<file path="src/rtl/wb_stage_ctrl.sv">
// rtl/wb_stage_ctrl.sv - WB stage write/flush sequencer driven by D-cache stalls and WB exceptions.
// Optional perf counters are enabled by defining WB_CTRL_PERF_EN.
module wb_stage_ctrl #(
  parameter int FLUSH_CYCLES  = 1,
  parameter int STALL_TIMEOUT = 1023,
  parameter int CNT_W         = 10
) (
  input  logic       clk,
  input  logic       resetn,
  input  logic       DC_Busy,
  input  logic       Except_Valid,
  input  logic       Eret_Valid,
  output logic       WB_Wr,
  output logic       WB_Flush,
  output logic       MEM_Flush,
  output logic       WB_DisWr,
  output logic [1:0] Ctrl_State,
  output logic       Stall_Timeout
`ifdef WB_CTRL_PERF_EN
  ,
  output logic [31:0] Perf_StallCyc,
  output logic [15:0] Perf_FlushCnt
`endif
);

  typedef enum logic [1:0] {
    ST_INIT  = 2'd0,
    ST_RUN   = 2'd1,
    ST_STALL = 2'd2,
    ST_FLUSH = 2'd3
  } state_t;

  localparam logic [CNT_W-1:0] FCNT_INIT = CNT_W'(FLUSH_CYCLES - 1);
  localparam logic [CNT_W-1:0] SCNT_TO   = CNT_W'(STALL_TIMEOUT);
  localparam logic [CNT_W-1:0] SCNT_MAX  = {CNT_W{1'b1}};
  localparam bit               MULTI_FL  = (FLUSH_CYCLES > 1);

  state_t           state, state_n;
  logic             pend, pend_n;
  logic [CNT_W-1:0] scnt, scnt_n;
  logic [CNT_W-1:0] fcnt, fcnt_n;
  logic             timeout, timeout_n;
  logic             flush;
  logic             flush_ev;
  logic             stall_cyc;
  logic             ev;

  assign ev = Except_Valid | Eret_Valid;

  always_ff @(posedge clk or negedge resetn) begin
    if (!resetn) begin
      state   <= ST_INIT;
      pend    <= 1'b0;
      scnt    <= '0;
      fcnt    <= '0;
      timeout <= 1'b0;
    end else begin
      state   <= state_n;
      pend    <= pend_n;
      scnt    <= scnt_n;
      fcnt    <= fcnt_n;
      timeout <= timeout_n;
    end
  end

  always_comb begin
    state_n   = state;
    pend_n    = pend;
    scnt_n    = scnt;
    fcnt_n    = fcnt;
    WB_Wr     = 1'b1;
    flush     = 1'b0;
    WB_DisWr  = 1'b0;
    flush_ev  = 1'b0;
    stall_cyc = 1'b0;
    case (state)
      ST_INIT: begin
        WB_Wr    = 1'b0;
        flush    = 1'b1;
        WB_DisWr = 1'b1;
        state_n  = ST_RUN;
      end
      ST_RUN: begin
        if (DC_Busy) begin
          // The WB instruction commits its write in this first stall cycle only.
          WB_Wr     = 1'b0;
          stall_cyc = 1'b1;
          pend_n    = pend | ev;
          scnt_n    = CNT_W'(1);
          state_n   = ST_STALL;
        end else if (ev) begin
          flush    = 1'b1;
          flush_ev = 1'b1;
          if (MULTI_FL) begin
            fcnt_n  = FCNT_INIT;
            state_n = ST_FLUSH;
          end
        end
      end
      ST_STALL: begin
        WB_DisWr = 1'b1;
        if (DC_Busy) begin
          WB_Wr     = 1'b0;
          stall_cyc = 1'b1;
          pend_n    = pend | ev;
          if (scnt != SCNT_MAX) scnt_n = scnt + CNT_W'(1);
        end else begin
          scnt_n  = '0;
          pend_n  = 1'b0;
          state_n = ST_RUN;
          if (pend) begin
            flush    = 1'b1;
            flush_ev = 1'b1;
            if (MULTI_FL) begin
              fcnt_n  = FCNT_INIT;
              state_n = ST_FLUSH;
            end
          end
        end
      end
      default: begin
        flush    = 1'b1;
        WB_DisWr = 1'b1;
        fcnt_n   = fcnt - CNT_W'(1);
        if (fcnt <= CNT_W'(1)) state_n = ST_RUN;
      end
    endcase
  end

  // Sticky: latches on the edge where the stall count reaches the threshold.
  assign timeout_n = timeout | (stall_cyc && (scnt_n == SCNT_TO));

  assign WB_Flush      = flush;
  assign MEM_Flush     = flush;
  assign Ctrl_State    = state;
  assign Stall_Timeout = timeout;

`ifdef WB_CTRL_PERF_EN
  logic [31:0] perf_stall;
  logic [15:0] perf_flush;

  always_ff @(posedge clk or negedge resetn) begin
    if (!resetn) begin
      perf_stall <= '0;
      perf_flush <= '0;
    end else begin
      if (stall_cyc && (perf_stall != 32'hFFFF_FFFF)) perf_stall <= perf_stall + 32'd1;
      if (flush_ev && (perf_flush != 16'hFFFF)) perf_flush <= perf_flush + 16'd1;
    end
  end

  assign Perf_StallCyc = perf_stall;
  assign Perf_FlushCnt = perf_flush;
`else
  logic unused_perf;
  assign unused_perf = flush_ev;
`endif

endmodule

</file>
<file path="config.mk">
export PLATFORM = sky130hd
export DESIGN_NAME = wb_stage_ctrl
export DESIGN_NICKNAME = d
export VERILOG_FILES = /design/src/rtl/wb_stage_ctrl.sv
export SDC_FILE = /design/constraint.sdc
export NUM_CORES = 1
export LEC_CHECK = 0
export BUFFER_PORTS_ARGS = -buffer_cell sky130_fd_sc_hd__buf_2
export CORE_ASPECT_RATIO = 1.75
export CORE_MARGIN = 8
export CORE_UTILIZATION = 39
export DETAILED_ROUTE_END_ITERATION = 10
export GPL_TIMING_DRIVEN = 0
export SLEW_MARGIN = 10
export SYNTH_ARGS = -nofsm -noshare
export SYNTH_HDL_FRONTEND = slang
export SYNTH_SLANG_ARGS = --single-unit
</file>
<file path="constraint.sdc">
create_clock -name clk -period 5.2 [get_ports clk]
set_input_delay 0.26 -clock clk [delete_from_list [all_inputs] [get_ports clk]]
set_output_delay 0.26 -clock clk [all_outputs]
set_load 0.05 [all_outputs]
</file>
# ---- Yosys cells after proc, flatten, opt, wreduce, memory -nomap -nowiden
# Cells that the tools add are included.
dict set report totals {
  ff_bits 24
  input_bits 5
}
dict set report classes {
  add_sub_neg 2
  order_cmp 1
  n_eq_ne 6
  mux 21
  n_bitwise 3
  reduce_logical 8
}
# op n
set op_table {}
lappend op_table {{$mux 10} 3}
lappend op_table {{$pmux 10 s2} 1}
lappend op_table {{$add 10x1->10 const B} 1}
lappend op_table {{$eq 10x10->1 const B} 1}
lappend op_table {{$le 10x1->1 const B} 1}
lappend op_table {{$mux 1} 10}
lappend op_table {{$ne 10x10->1 const B} 1}
lappend op_table {{$sub 10x1->10 const B} 1}
lappend op_table {{$mux 2} 3}
lappend op_table {{$pmux 1 s2} 3}
lappend op_table {{$pmux 2 s3} 1}
lappend op_table {{$ne 2x2->1 const B} 2}
lappend op_table {{$reduce_bool 4->1} 1}
lappend op_table {{$or 1x1->1} 3}
lappend op_table {{$reduce_and 3->1} 1}
lappend op_table {{$reduce_or 3->1} 1}
lappend op_table {{$eq 2x1->1 const B} 1}
lappend op_table {{$eq 2x2->1 const B} 1}
lappend op_table {{$logic_not 2->1} 1}
lappend op_table {{$reduce_and 2->1} 1}
lappend op_table {{$reduce_bool 2->1} 1}
lappend op_table {{$reduce_or 2->1} 1}
lappend op_table {{$logic_and 1x1->1} 1}

# ---- Longest topological paths before layout
dict set report depth {
  ltp_word 7
  mapped_depth 8
}

# ---- Worst setup path after synthesis
# Ideal clock, no wire load.
dict set report synth_path {
  path_kind {reg-to-output}
  from {register state[0], in the netlist Ctrl_State[0]}
  to {output WB_Flush}
  t_arrival_ns 2.936
  slack_ns 2.004
  stages_incl_launch_ff 7
  n_path_buf 1
  path_cell_list {dfrtp_1 > ha_1 > inv_1 > nor2_1 > a21oi_1 > o21ai_0 > buf_4}
}
dict set report synth_via {
  elab_chain_cells 2
  elab_cells_between_ends 3
  classes_between {eq/ne (2); mux (1)}
}
# item line_no
set synth_rtl {}
lappend synth_rtl {{from (decl)} 38} ;# state_t state, state_n;
lappend synth_rtl {{from (signal assigned)} 58} ;# state <= state_n;
lappend synth_rtl {{$eq 2x2->1 or $eq 2x1->1 (tied branches)} 76} ;# case (state)
lappend synth_rtl {{$pmux 1 s2 *} 76}
lappend synth_rtl {{to (decl)} 14} ;# output logic WB_Flush,
# Mark *: on every way between the ends. The rest lies on a longest branch, timed or not.

# ---- Worst setup path after layout
dict set report layout_path {
  from {register scnt[0]}
  to {register timeout, in the netlist Stall_Timeout}
}
dict set report layout_via {
  elab_chain_cells 7
  elab_cells_between_ends 9
  classes_between {add/sub (1); eq/ne (2); mux (4); bitwise (1); reduce/logical (1)}
}
# item line_no
set layout_rtl {}
lappend layout_rtl {{from (decl)} 40} ;# logic [CNT_W-1:0] scnt, scnt_n;
lappend layout_rtl {{from (signal assigned)} 60} ;# scnt <= scnt_n;
lappend layout_rtl {{$add 10x1->10 or $ne 10x10->1 (tied branches)} 106} ;# if (scnt != SCNT_MAX) scnt_n = scnt + CNT_W'(1);
lappend layout_rtl {{$mux 10 *} 106}
lappend layout_rtl {{$mux 10 *} 102} ;# if (DC_Busy) begin
lappend layout_rtl {{$pmux 10 s2 *} 76}
lappend layout_rtl {{net scnt_n[5]} 40}
lappend layout_rtl {{$eq 10x10->1 *} 131} ;# assign timeout_n = timeout | (stall_cyc && (scnt_n == SCNT_TO));
lappend layout_rtl {{$logic_and 1x1->1 *} 131}
lappend layout_rtl {{$or 1x1->1 *} 131}
lappend layout_rtl {{net timeout_n} 42} ;# logic timeout, timeout_n;
lappend layout_rtl {{to (signal assigned)} 62} ;# timeout <= timeout_n;
lappend layout_rtl {{to (decl)} 42}
# The timed path passes the listed nets; every way through them passes the cells marked *.
# A chain may end at the register's enable or synchronous reset.

==> flow_metrics.py <==
metrics = {
    "final_layout": {
        "syn2layout_area_growth_pct": 11.7,
        "final_common_cell": "dfrtp_1",
        "drive_above_1_share_pct": 18.2,
        "diodes": 0,
        "instances_no_fill": 218,
        "nNetsFinal": 183,
        "layout_common_cells": "dfrtp_1, inv_1, buf_2",
    },
    "yosys": {
        "seq_area_frac_synth_pct": 40.2,
        "synth_cells": 155,
        "ys_ff_latch": 24,
        "ys_warn_count": 0,
        "synth-edff-count": 0,
        "yosysUniqueCellTypes": 46,
        "ys_dominant_reg_cell": "dfrtp_1",
        "syn-num-nets": 167,
        "avgSynthCellArea_sq_um": 9.63,
        "syn_area_sq_mm": 0.00149,
        "async_reset_ff_share_pct": 100,
    },
    "sta": {
        "max_freq_ghz": 0.451,
        "fin_worst_skew_ps": 2.11,
        "worstMarginPinSlew_ps": 786,
        "fin_crit_sh_pct": 42.6,
        "hold_violations": 0,
        "rsz0062_at_grt": "no",
        "finalSetupTns_ps": 0,
        "finalMaxSlewViolations": 0,
        "slew_headroom_pct": 46.9,
        "period_minus_slack_ps": 2220,
        "finalSetupViolations": 0,
    },
    "setup_path": {
        "critPathArrivalTime_ps": 2420,
        "worstSetupStartpointType": "flip-flop",
        "critical_path_class": "flip-flop to flip-flop",
        "reg2regPathDepth": 6,
        "end_kind": "flip-flop",
        "worstPathMaxFanout": 7,
        "cp.required_ps": 5410,
    },
    "pwr": {
        "leakagePower_uw": 0.000733,
        "vdd_drop_max_v": 0.000358,
        "power_density_mw_per_mm2": 568,
    },
    "grt": {
        "grt_pass1_vias": 1230,
        "grt_pass1_wl_um": 5740,
        "grt.overflow.total": 0,
        "grtUsageTotal_pct": 11.1,
        "grt_antenna_before_repair": 0,
        "grt_max_degree": 25,
    },
    "clocking": {
        "htree_levels": 1,
        "path_clk_slew_ps": 80,
        "cts_buffers": 3,
        "clkSinkCount": 24,
        "post_cts_buffers": 0,
        "cts_tree": "yes",
        "cts_resized": 0,
        "insertion_delay_ps": 260,
        "hold_buffers": 1,
        "clock_path_buffers": 2,
        "cts_root_buffer": "clkbuf_8",
    },
    "die": {
        "start_util_pct": 39.4,
        "dieArea_sq_mm": 0.00614,
        "core_area_sq_mm": 0.00379,
        "die_y_um": 97.8,
        "rows": 30,
        "die_w_um": 62.8,
        "ios": 12,
    },
    "route": {
        "drt_iter0_markers": 53,
        "drc": 0,
        "wl_um": 3270,
        "postRouteAntennaNets": 0,
        "wire_per_inst_um": 15.0,
        "vias": 1209,
        "avgViaCountPerCell": 5.55,
        "firstDrtPassIters": 4,
    },
    "min_path": {
        "hold_path.class": "primary input to flip-flop",
        "min_path_cells": 2,
    },
    "run_status": {
        "outcome": "finished, final reports clean",
    },
    "placement": {
        "port_buffers": 10,
        "gp_congestion": 0.853,
        "dp_cells": 213,
        "hpwlAfterDp_um": 2490,
    },
    "job": {
        "maxCapViolations": 0,
    },
}
==> sequential cells by signal (all words and copies together) (netlist names) <==
name / count
fcnt: 10
scnt: 10
Ctrl_State: 2
Stall_Timeout: 1
pend: 1
==> worst max-delay path, cell delays in order, from the launching register on <==
cell	delay (ps)
dfrtp_1	460
ha_1	290
nand3_2	180
nor3_2	380
o32a_1	230
nor4b_1	380
a41o_1	230
==> final timing paths <==
check	start	to	slack, ps
setup reg to reg	scnt[0]	Stall_Timeout	2980
max in group asynchronous	resetn	fcnt[1]	4320
setup / recovery	scnt[0]	Stall_Timeout	2980
hold / removal	DC_Busy	pend	370
min in group asynchronous	resetn	scnt[6]	510
hold reg to reg	fcnt[8]	fcnt[8]	470
==> per-layer routing <==
metal | GRT usage (%) | vias to the layer above | share of wire [%]
li1 | - | 599 | -
met1 | 11.1 | 594 | 38
met2 | 21.7 | 14 | 58
met3 | 1.95 | 2 | 2.7
met4 | 3.89 | 0 | 0.76
met5 | 0 | - | 0
==> stage by stage <==
step | power (uW) | hold WS, ps | worst slack [ps] | area [sq um] | util, %
finish | 948 | 367 | 2980 | 1670 | 44.0
global route | 1030 | 382 | 2760 | 1670 | 44.0
CTS | 962 | 365 | 2940 | 1670 | 44.0
detailed placement | 832 | 289 | 2970 | 1600 | 42.3
global placement | 818 | 277 | 2950 | 1600 | 42.3
floorplan | 716 | -35.6 | 2000 | 1490 | -
==> final cells by class <==
cell class	count	area, sq um
well taps	48	60.1
inverters	15	56.3
clock buffers	4	55.1
multi-input cells	111	791
flip-flops and latches	24	601
repair buffers	11	60.1
plain buffers	5	45.0
fillers	367	2120
==> cells by family after synthesis <==
logic type	count (synthesis)	synth area share [%]
buf+inv	20	6.79
simple gates	51	21.0
flops	24	40.2
xor+xnor	9	5.28
compound gates	44	20.9
fa+ha+maj	7	5.87
==> Yosys cell counts (all sizes together) (3+ instances only) <==
master	number	area (sq um)
inv	15	56.3
xnor2	4	35.0
nor4b	3	26.3
nor2	11	41.3
nor4	4	25.0
nor3	6	35.0
a21oi	8	40.0
xor2	5	43.8
a211oi	5	42.5
nand2	10	40.0
o21ai	10	50.0
buf	3	17.5
dfrtp	24	601
nand3	4	30.0
ha	7	87.6
a31oi	3	18.8
==> power by group <==
part | internal, uW | switching (uW) | leakage [uW]
Clock | 67.5 | 58.6 | 0.0000288
Combinational | 180 | 327 | 0.000396
Sequential | 247 | 67.6 | 0.000308
Total | 495 | 453 | 0.000733
No activity file was read; power rests on OpenSTA's default activity.
